### src/rtl/bcd_range_counter.sv
// Multi-digit BCD counter over an inclusive decimal range MIN_VALUE..MAX_VALUE,
// with up/down stepping, validated synchronous load and cascadable carry/borrow.
module bcd_range_counter #(
    parameter int DIGITS    = 2,
    parameter int MIN_VALUE = 0,
    parameter int MAX_VALUE = 23
) (
    input  logic                  clk,
    input  logic                  n_rst,
    input  logic                  CEN,
    input  logic                  INC,
    input  logic                  DEC,
    input  logic                  LOAD,
    input  logic [4*DIGITS-1:0]   load_bcd,
    output logic [4*DIGITS-1:0]   count_bcd,
    output logic                  carry_out,
    output logic                  borrow_out,
    output logic                  load_err
);
    localparam int W = 4 * DIGITS;

    function automatic logic [W-1:0] to_bcd(input int v);
        logic [W-1:0] res;
        int           r;
        res = '0;
        r   = v;
        for (int i = 0; i < DIGITS; i++) begin
            res[4*i +: 4] = 4'(r % 10);
            r = r / 10;
        end
        return res;
    endfunction

    localparam logic [W-1:0] MIN_BCD = to_bcd(MIN_VALUE);
    localparam logic [W-1:0] MAX_BCD = to_bcd(MAX_VALUE);

    generate
        if (DIGITS < 1 || DIGITS > 4 || MIN_VALUE < 0 || MIN_VALUE >= MAX_VALUE ||
            MAX_VALUE > 10**DIGITS - 1) begin : g_bad_params
            $error("bcd_range_counter: illegal DIGITS/MIN_VALUE/MAX_VALUE combination");
        end
    endgenerate

    logic [W-1:0]      count_q, count_d;
    logic              load_err_q, load_err_d;
    logic [W-1:0]      inc_val, dec_val;
    logic [DIGITS-1:0] inc_c, dec_b, digit_ok;
    logic              above_min, load_ok;
    logic              up, dn, at_max, at_min;

    // Ripple +1/-1 through the digits; a digit only moves when every lower digit wraps.
    genvar gi;
    generate
        for (gi = 0; gi < DIGITS; gi++) begin : g_digit
            logic [3:0] d;
            assign d = count_q[4*gi +: 4];
            if (gi == 0) begin : g_first
                assign inc_c[gi] = 1'b1;
                assign dec_b[gi] = 1'b1;
            end else begin : g_rest
                assign inc_c[gi] = inc_c[gi-1] & (count_q[4*(gi-1) +: 4] == 4'd9);
                assign dec_b[gi] = dec_b[gi-1] & (count_q[4*(gi-1) +: 4] == 4'd0);
            end
            assign inc_val[4*gi +: 4] = !inc_c[gi] ? d : ((d == 4'd9) ? 4'd0 : d + 4'd1);
            assign dec_val[4*gi +: 4] = !dec_b[gi] ? d : ((d == 4'd0) ? 4'd9 : d - 4'd1);
            assign digit_ok[gi]       = (load_bcd[4*gi +: 4] <= 4'd9);
        end
    endgenerate

    // With all digits valid, unsigned ordering of BCD words equals decimal ordering.
    generate
        if (MIN_VALUE == 0) begin : g_min_zero
            assign above_min = 1'b1;
        end else begin : g_min_cmp
            assign above_min = (load_bcd >= MIN_BCD);
        end
    endgenerate

    assign load_ok = (&digit_ok) && above_min && (load_bcd <= MAX_BCD);
    assign up      = (CEN | INC) & ~DEC;
    assign dn      = DEC & ~(CEN | INC);
    assign at_max  = (count_q == MAX_BCD);
    assign at_min  = (count_q == MIN_BCD);

    assign carry_out  = n_rst & ~LOAD & up & at_max;
    assign borrow_out = n_rst & ~LOAD & dn & at_min;

    always_comb begin
        count_d    = count_q;
        load_err_d = 1'b0;
        if (LOAD) begin
            if (load_ok) begin
                count_d = load_bcd;
            end else begin
                load_err_d = 1'b1;
            end
        end else if (up) begin
            count_d = at_max ? MIN_BCD : inc_val;
        end else if (dn) begin
            count_d = at_min ? MAX_BCD : dec_val;
        end
    end

    always_ff @(posedge clk) begin
        if (!n_rst) begin
            count_q    <= MIN_BCD;
            load_err_q <= 1'b0;
        end else begin
            count_q    <= count_d;
            load_err_q <= load_err_d;
        end
    end

    assign count_bcd = count_q;
    assign load_err  = load_err_q;
endmodule

### config.mk
export PLATFORM = sky130hd
export DESIGN_NAME = bcd_range_counter
export DESIGN_NICKNAME = d
export VERILOG_FILES = /design/src/rtl/bcd_range_counter.sv
export SDC_FILE = /design/constraint.sdc
export NUM_CORES = 1
export LEC_CHECK = 0
export BUFFER_PORTS_ARGS = -buffer_cell sky130_fd_sc_hd__buf_2
export CELL_PAD_IN_SITES_DETAIL_PLACEMENT = 1
export CELL_PAD_IN_SITES_GLOBAL_PLACEMENT = 2
export CORE_MARGIN = 2
export CORE_UTILIZATION = 29
export DETAILED_ROUTE_END_ITERATION = 8
export PLACE_DENSITY = 0.85
export SLEW_MARGIN = 20
export SYNTH_ARGS = -nofsm -noshare
export SYNTH_HDL_FRONTEND = slang
export SYNTH_SLANG_ARGS = --single-unit
### constraint.sdc
create_clock -name clk -period 2.45 [get_ports clk]
set_input_delay 0.245 -clock clk [delete_from_list [all_inputs] [get_ports clk]]
set_output_delay 0.245 -clock clk [all_outputs]
set_load 0.02 [all_outputs]
* After elaboration in Yosys (flattened, before gate mapping)
Index checks and enable logic that the tools add are counted.
** Storage, ports and cells
- Flip-flop bits (word level) :: 9
- Bits of input ports :: 14
- Output and inout port bits :: 11
- Word-level logic and storage cells :: 49
** Operators by class
- Add/sub/neg operators :: 4
- $lt $le $gt $ge :: 3
- Equality and inequality tests :: 5
- Multiplexer cells :: 13
- Bitwise gates (word level) :: 11
- Reduce and logical (&&, ||, !) cells :: 10
** Operators by type and width (number)
- 8-bit 2-to-1 mux :: 6
- 4-bit 2-to-1 mux :: 6
- 4-bit by 1-bit adder with 4-bit output, second input constant :: 2
- 4-bit == test, second input constant :: 2
- 8-bit by 6-bit == test with 1-bit output, second input constant :: 1
- 4-bit less-or-equal comparator, second input constant :: 2
- 8-bit by 6-bit less-or-equal comparator with 1-bit output, second input constant :: 1
- 4-bit logical NOT :: 2
- 8-bit logical NOT :: 1
- 4-bit by 1-bit subtractor with 4-bit output, second input constant :: 2
- 1-bit AND :: 7
- 2-bit AND reduction :: 3
- 4-bit by 3-bit != test with 1-bit output, second input constant :: 1
- 4-bit AND reduction :: 1
- 4-bit nonzero test :: 1
- 1-bit NOT :: 3
- 3-bit nonzero test :: 1
- 2-bit by 1-bit != test with 1-bit output, second input constant :: 1
- 1-bit logical AND :: 1
- 1-bit 2-to-1 mux :: 1
- 1-bit bitwise OR :: 1

* Logic depth before layout (Yosys ltp)
Gate-level depths: netlist of the first run.
- Depth in word-level cells :: 7
- Gate-level depth with buffers :: 7
- Gate-level depth less buffers :: 7

* Worst setup path before layout of the first run
No wires, ideal clock.
- Kind :: register -> output
- Start point :: register count_q[4] (netlist: count_bcd[4])
- End point :: output port borrow_out
- Data arrival time :: 1.694 ns
- Required time :: 2.205 ns
- Slack :: 0.511 ns
- Stages on the path, launching flop included :: 5
- Cell sequence :: dfxtp_1 > inv_1 > ha_1 > or3b_4 > nor3_1
** On the way
- Word-level cells in the longest chain between the ends :: 2
** RTL lines
- from (decl) :: RTL line 44 : logic [W-1:0] count_q, count_d;
- from (signal assigned) :: RTL line 109 : count_q <= count_d;
- 8-bit logical NOT :: RTL line 83 : assign at_min = (count_q == MIN_BCD);
- 1-bit AND :: RTL line 86 : assign borrow_out = n_rst & ~LOAD & dn & at_min;
- to (decl) :: RTL line 17 : output logic borrow_out,
No other way between the ends.

* Worst setup path after layout of the first run
Ends and elaborated chain as after synthesis.

==> reports/qor.csv, run 1 <==
stage,metric,value,unit
run,maxcap violations,0,
power_and_ir_drop,Peak VDD IR,0.188,mV
final_layout,layout cell share with drive strength beyond 1,0.255,
placed_design,dpl ws,0.457,ns
global_routing,Congestion Overflow GR,0,
cts,Clock Latency Late Sink,0.26,ns
floorplanning,num ports,25,
timing,fmax,457,MHz
worst_hold_path,worst hold stages,3,
worst_hold_path,worst min path class,in2reg,
synth,Post-Synthesis Net Count,155,
synth,Unique masters post-synth,55,
routing,met3 routed WL,83,um
global_routing,initial antenna violation count,0,
cts,CTS root buffer,clkbuf_4,
setup_path,FF-to-FF setup slack,0.44,ns
floorplanning,row count,21,
cts,Worst-path clk slew,0.06,ns
worst_hold_path,WHS Endpoint,count_bcd[0]$_SDFFE_PN0P_,
placed_design,PortBufs,24,
timing,min Tclk post-route,2.19,ns
cts,CTS buffer count,3,
synth,syn avg cell area,7.64,sq um
timing,Final Cycle Share,0.893,
outcome,outcome,"complete, no violations",
synth,sequential cell area fraction in the yosys report,0.176,
synth,"Async S/R FF share, synth",0,
setup_path,CP Launch Type,flip-flop,
timing,Slew headroom,0.678,
synth,predominant post-synthesis flop cell,dfxtp_1,
setup_path,WP data required,2.20,ns
global_routing,GRT Util Overall,0.157,
placed_design,RePlAce Congestion,0.829,
cts,clock sink count,9,
routing,wire length on met1,1.46,mm
cts,clock buffer depth,2,
routing,initial DRC count,73,
cts,CTS resizes,0,
final_layout,"leading cell type in the layout, fill and taps excluded",buf_2,
power_and_ir_drop,LEAKAGE,0.484,nW
final_layout,Area growth syn-to-layout,13.7,%
cts,Post-CTS Hold Fix Bufs,0,
floorplanning,Starting Density,0.304,
timing,Fin. Hold Viols,0,
timing,unrepaired setup endpoints after global routing,false,
setup_path,worst path bufs/invs,2,
power_and_ir_drop,pwr/cell area,457,nW/um^2
setup_path,"Cell Chain, Critical Path",inv_1 > ha_1 > or3b_4 > nor3_1 > buf_2,
floorplanning,die span in x,63.4,um
final_layout,Filler Cells Inserted,453,
routing,Via Count,1078,
timing,Setup WS post-layout,0.262,ns
routing,WL/cell,14.9,um
setup_path,Worst EP arrival,1.94,ns
routing,highest routed layer,met4,
timing,TNS Setup,0,ns
cts,post-CTS setup buffer count,0,
placed_design,DPL Wire Length,2.29,mm
setup_path,worst-path maximum fanout,9,
worst_hold_path,hold path startpoint,load_bcd[0],
synth,#FFs+latches synth,9,
setup_path,Worst path top cell family by delay,simple AND/OR/NAND/NOR gates,
cts,TritonCTS clock tree,built,
timing,Final Max Tran Viols,0,
setup_path,slowest CP cell,or3b_4,
setup_path,reg2reg path depth,7,
routing,ANT nets after route,0,
global_routing,vias in the first global route,1060,
routing,final wirelength,2.96,mm
setup_path,Critical R2R Capture,count_bcd[5]$_SDFFE_PN0P_,
floorplanning,DIE HEIGHT,63.4,um
timing,Setup Skew,0.00386,ns
global_routing,largest net degree at the start of global routing,25,
timing,Worst Tran Pin Value,0.483,ns
timing,Hold Slack,0.250,ns
synth,Syn. warnings,0,
cts,H-Tree Depth,1,
final_layout,Nets,175,
synth,mapped cell area,1020,sq um
routing,final routed DRC violation total,0,
floorplanning,area of the die,4020,sq um
setup_path,R2R Path Start,count_bcd[4]$_SDFFE_PN0P_,
timing,# setup viols final,0,
floorplanning,Placeable Area,3360,sq um
synth,Cells after Synth,134,
routing,vias per cell,5.42,
final_layout,FF/Latch Area,180,sq um
final_layout,most frequent cells in the layout,"24 x buf_2, 12 x nor2_1, 10 x nand2_1, 10 x o21ai_0",
routing,first-pass detailed-route iteration total,4,
global_routing,first-pass GRT wire length,5.00,mm
setup_path,Crit path largest cell delay,0.45,ns
routing,Routed met2 length,1.41,mm
setup_path,CP endpoint kind,output pin,
final_layout,area of the multi-input gates,761,sq um
final_layout,antenna fix cells,0,
synth,"EDFF count, synth",0,
setup_path,Setup CP Type,reg2out,
[registers in the layout, indices dropped and copies added, names as in the netlist]
signal	cells
count_bcd	8
load_err	1
[per-layer routing]
layer	GRT usage	vias to the layer above
met5	0	-
met4	0.0380	0
met3	0.0321	2
met2	0.262	19
met1	0.206	512
li1	-	545
[synthesized netlist by cell type (2+ instances only)]
cell type  count  area, sq um
nor2_1        12         45.0
nand2_1       10         37.5
o21ai_0       10         50.1
dfxtp_1        9          180
nor3_1         9         45.0
a31oi_1        8         50.1
ha_1           7         87.6
a21oi_1        5         25.0
inv_1          5         18.8
nand3_1        4         20.0
buf_4          3         22.5
buf_6          2         22.5
clkbuf_2       2         10.0
nand2b_1       2         12.5
nand3b_1       2         15.0
nand4_1        2         12.5
nor4b_1        2         17.5
or3_1          2         12.5
or3b_1         2         17.5
[kinds of logic after synthesis]
| family | after synthesis | synth area share |
|---|---|---|
| muxes | 3 | 0.0354 |
| and+or+nand+nor | 57 | 0.314 |
| buffers and inverters | 14 | 0.0807 |
| xor gates and xnor gates | 2 | 0.0171 |
| adders and majority gates | 7 | 0.0856 |
| AOI/OAI and AO/OA | 42 | 0.291 |
| DFF | 9 | 0.176 |
[cell type report]
type	instances	share of cell area
inverter	5	0.0161
multi-input combinational	111	0.654
clock buffer	4	0.0226
tap	46	0.0495
timing repair buffer	24	0.103
sequential	9	0.155
[power by group]
group	internal (W)	total, W	switching (W)
clock	0.0000629	0.000117	0.0000545
combinational	0.000100	0.000228	0.000128
sequential	0.000159	0.000186	0.0000269
[worst max path at each step]
stage	to	cells after the start	startpoint	slack (ns)
global placement	count_bcd[5]$_SDFFE_PN0P_	7	count_bcd[4]$_SDFFE_PN0P_	0.50
global route	borrow_out	5	count_bcd[4]$_SDFFE_PN0P_	0.15
CTS	borrow_out	5	count_bcd[4]$_SDFFE_PN0P_	0.26
detailed placement	count_bcd[5]$_SDFFE_PN0P_	7	count_bcd[4]$_SDFFE_PN0P_	0.46
floorplan	borrow_out	4	count_bcd[4]$_SDFFE_PN0P_	0.51
finish	borrow_out	5	count_bcd[4]$_SDFFE_PN0P_	0.26
[stage by stage]
| step | utilization | area [sq um] | total power, W | cells |
|---|---|---|---|---|
| 5_1_grt | 0.346 | 1160 | 0.000574 | 199 |
| 3_5_place_dp | 0.338 | 1140 | 0.000417 | 195 |
| 3_3_place_gp | 0.338 | 1140 | 0.000411 | 195 |
| 2_1_floorplan | - | 1020 | 0.000358 | 134 |
| 4_1_cts | 0.346 | 1160 | 0.000537 | 199 |
| 6_report | 0.346 | 1160 | 0.000531 | 199 |
[worst min-delay path, stage by stage]
cell and delay [ns]:
buf_2 0.10, nand2_1 0.05, a31oi_1 0.07
No activity file was read; power rests on OpenSTA's default activity.
==> inputs of run 2 (changes only) <==
--- a/config.mk
+++ b/config.mk
@@ -8,11 +8,11 @@
 export BUFFER_PORTS_ARGS = -buffer_cell sky130_fd_sc_hd__buf_2
 export CELL_PAD_IN_SITES_DETAIL_PLACEMENT = 1
 export CELL_PAD_IN_SITES_GLOBAL_PLACEMENT = 2
-export CORE_MARGIN = 2
+export CORE_MARGIN = 3
 export CORE_UTILIZATION = 29
 export DETAILED_ROUTE_END_ITERATION = 8
 export PLACE_DENSITY = 0.85
-export SLEW_MARGIN = 20
+export SLEW_MARGIN = 5
 export SYNTH_ARGS = -nofsm -noshare
 export SYNTH_HDL_FRONTEND = slang
 export SYNTH_SLANG_ARGS = --single-unit
==> run 2 against run 1 <==
Effect of this change: non-clock buffer count is the same; clock-buffer cell count unchanged; maximum frequency up 4.0%; clock skew rose by 0.0022 ns; hold slack lost 0.0034 ns.
==> reports/qor.csv, run 2 (synthesized netlist as in run 1, its figures left out) <==
stage,metric,value,unit
setup_path,slowest CP cell,or3b_4,
global_routing,vias in the first global route,1030,
outcome,outcome,"complete, no violations",
setup_path,WP data required,2.20,ns
setup_path,CP Launch Type,flip-flop,
cts,CTS resizes,0,
final_layout,layout cell share with drive strength beyond 1,0.255,
global_routing,Congestion Overflow GR,0,
cts,Worst-path clk slew,0.08,ns
routing,WL/cell,15.7,um
final_layout,most frequent cells in the layout,"24 x buf_2, 12 x nor2_1, 10 x nand2_1, 10 x o21ai_0",
routing,Via Count,1071,
routing,vias per cell,5.44,
setup_path,CP endpoint kind,output pin,
timing,fmax,475,MHz
routing,ANT nets after route,0,
placed_design,DPL Wire Length,2.39,mm
setup_path,Critical R2R Capture,count_bcd[5]$_SDFFE_PN0P_,
placed_design,DP Cell Count,193,
timing,Final Max Tran Viols,0,
placed_design,PortBufs,24,
cts,TritonCTS clock tree,built,
floorplanning,DIE HEIGHT,65.4,um
cts,CTS buffer count,3,
setup_path,crit path launch,count_bcd[4]$_SDFFE_PN0P_,
setup_path,worst-path maximum fanout,9,
setup_path,Setup CP Type,reg2out,
timing,Setup Skew,0.00605,ns
final_layout,Area growth syn-to-layout,13.4,%
final_layout,number of flip-flops in the largest register,8,
floorplanning,die span in x,65.4,um
cts,H-Tree Depth,1,
placed_design,dpl ws,0.515,ns
cts,clock buffer depth,2,
final_layout,Nets,175,
placed_design,RePlAce Congestion,0.825,
global_routing,largest net degree at the start of global routing,25,
power_and_ir_drop,Peak VDD IR,0.128,mV
power_and_ir_drop,LEAKAGE,0.484,nW
cts,Post-CTS Hold Fix Bufs,0,
setup_path,Critical Path End,borrow_out,
power_and_ir_drop,pwr/cell area,467,nW/um^2
setup_path,FF-to-FF setup slack,0.51,ns
floorplanning,num ports,25,
cts,clock sink count,9,
timing,# setup viols final,0,
run,maxcap violations,0,
floorplanning,area of the die,4280,sq um
setup_path,reg2reg path depth,7,
floorplanning,Placeable Area,3200,sq um
timing,min Tclk post-route,2.10,ns
routing,final routed DRC violation total,0,
routing,first-pass detailed-route iteration total,4,
global_routing,first-pass GRT wire length,5.04,mm
routing,initial DRC count,39,
timing,Final Cycle Share,0.859,
final_layout,antenna fix cells,0,
final_layout,final core occ,0.363,
setup_path,"Cell Chain, Critical Path",inv_1 > ha_1 > or3b_4 > nor3_1 > buf_2,
global_routing,GRT Util Overall,0.151,
timing,Fin. Hold Viols,0,
timing,Setup WS post-layout,0.346,ns
timing,unrepaired setup endpoints after global routing,false,
routing,final wirelength,3.09,mm
global_routing,initial antenna violation count,0,
worst_hold_path,worst min path class,in2reg,
setup_path,Worst EP arrival,1.86,ns
final_layout,"leading cell type in the layout, fill and taps excluded",buf_2,
setup_path,Crit path largest cell delay,0.44,ns
timing,Slew headroom,0.699,
floorplanning,Starting Density,0.320,
timing,Worst Tran Pin Value,0.452,ns
final_layout,final cell count without fillers,197,
cts,post-CTS setup buffer count,0,
setup_path,R2R Path Start,count_bcd[1]$_SDFFE_PN0P_,
cts,CTS root buffer,clkbuf_4,
cts,Clock Latency Late Sink,0.27,ns
floorplanning,row count,20,
timing,TNS Setup,0,ns
[run 2: layout make-up]
| cell class | count | area, sq um |
|---|---|---|
| multi-input combinational | 111 | 761 |
| inverter | 5 | 18.8 |
| tap | 44 | 55.1 |
| fill | 425 | 2040 |
| sequential | 9 | 180 |
| clock buffer | 4 | 26.3 |
| timing repair buffer | 24 | 120 |
[run 2: critical path: cells and delay by family (launching register included)]
kind / cells / cell delay [ns]
buf+inv: 2 / 0.30
simple gates: 2 / 0.63
fa+ha+maj: 1 / 0.25
flops: 1 / 0.39
[run 2: where the power goes]
part	switching [W]	total [W]	internal, W
clock network	0.0000656	0.000129	0.0000629
logic	0.000128	0.000228	0.000100
registers	0.0000265	0.000185	0.000159
[run 2: layer usage]
| layer | track usage | wire [um] |
|---|---|---|
| met1 | 0.202 | 1510 |
| met2 | 0.250 | 1450 |
| met3 | 0.0154 | 97 |
| met4 | 0.0544 | 30 |
| met5 | 0 | 0 |
[run 2: worst min-delay path by stage]
stage           startpoint                        end  slack (ns)  cells past startpoint
6_report       load_bcd[0]  count_bcd[0]$_SDFFE_PN0P_        0.25                      3
5_1_grt        load_bcd[0]  count_bcd[0]$_SDFFE_PN0P_        0.24                      3
4_1_cts        load_bcd[0]  count_bcd[0]$_SDFFE_PN0P_        0.25                      3
3_5_place_dp   load_bcd[0]  count_bcd[0]$_SDFFE_PN0P_        0.53                      3
3_3_place_gp   load_bcd[0]  count_bcd[0]$_SDFFE_PN0P_        0.52                      3
2_1_floorplan        n_rst  count_bcd[6]$_SDFFE_PN0P_        0.39                      2
[run 2: stage by stage]
| stage | total power [W] | instance area (sq um) | hold WS, ns |
|---|---|---|---|
| 2_1_floorplan | 0.000358 | 1020 | 0.392 |
| 3_3_place_gp | 0.000410 | 1130 | 0.518 |
| 3_5_place_dp | 0.000416 | 1130 | 0.529 |
| 4_1_cts | 0.000543 | 1160 | 0.246 |
| 5_1_grt | 0.000580 | 1160 | 0.241 |
| 6_report | 0.000542 | 1160 | 0.247 |
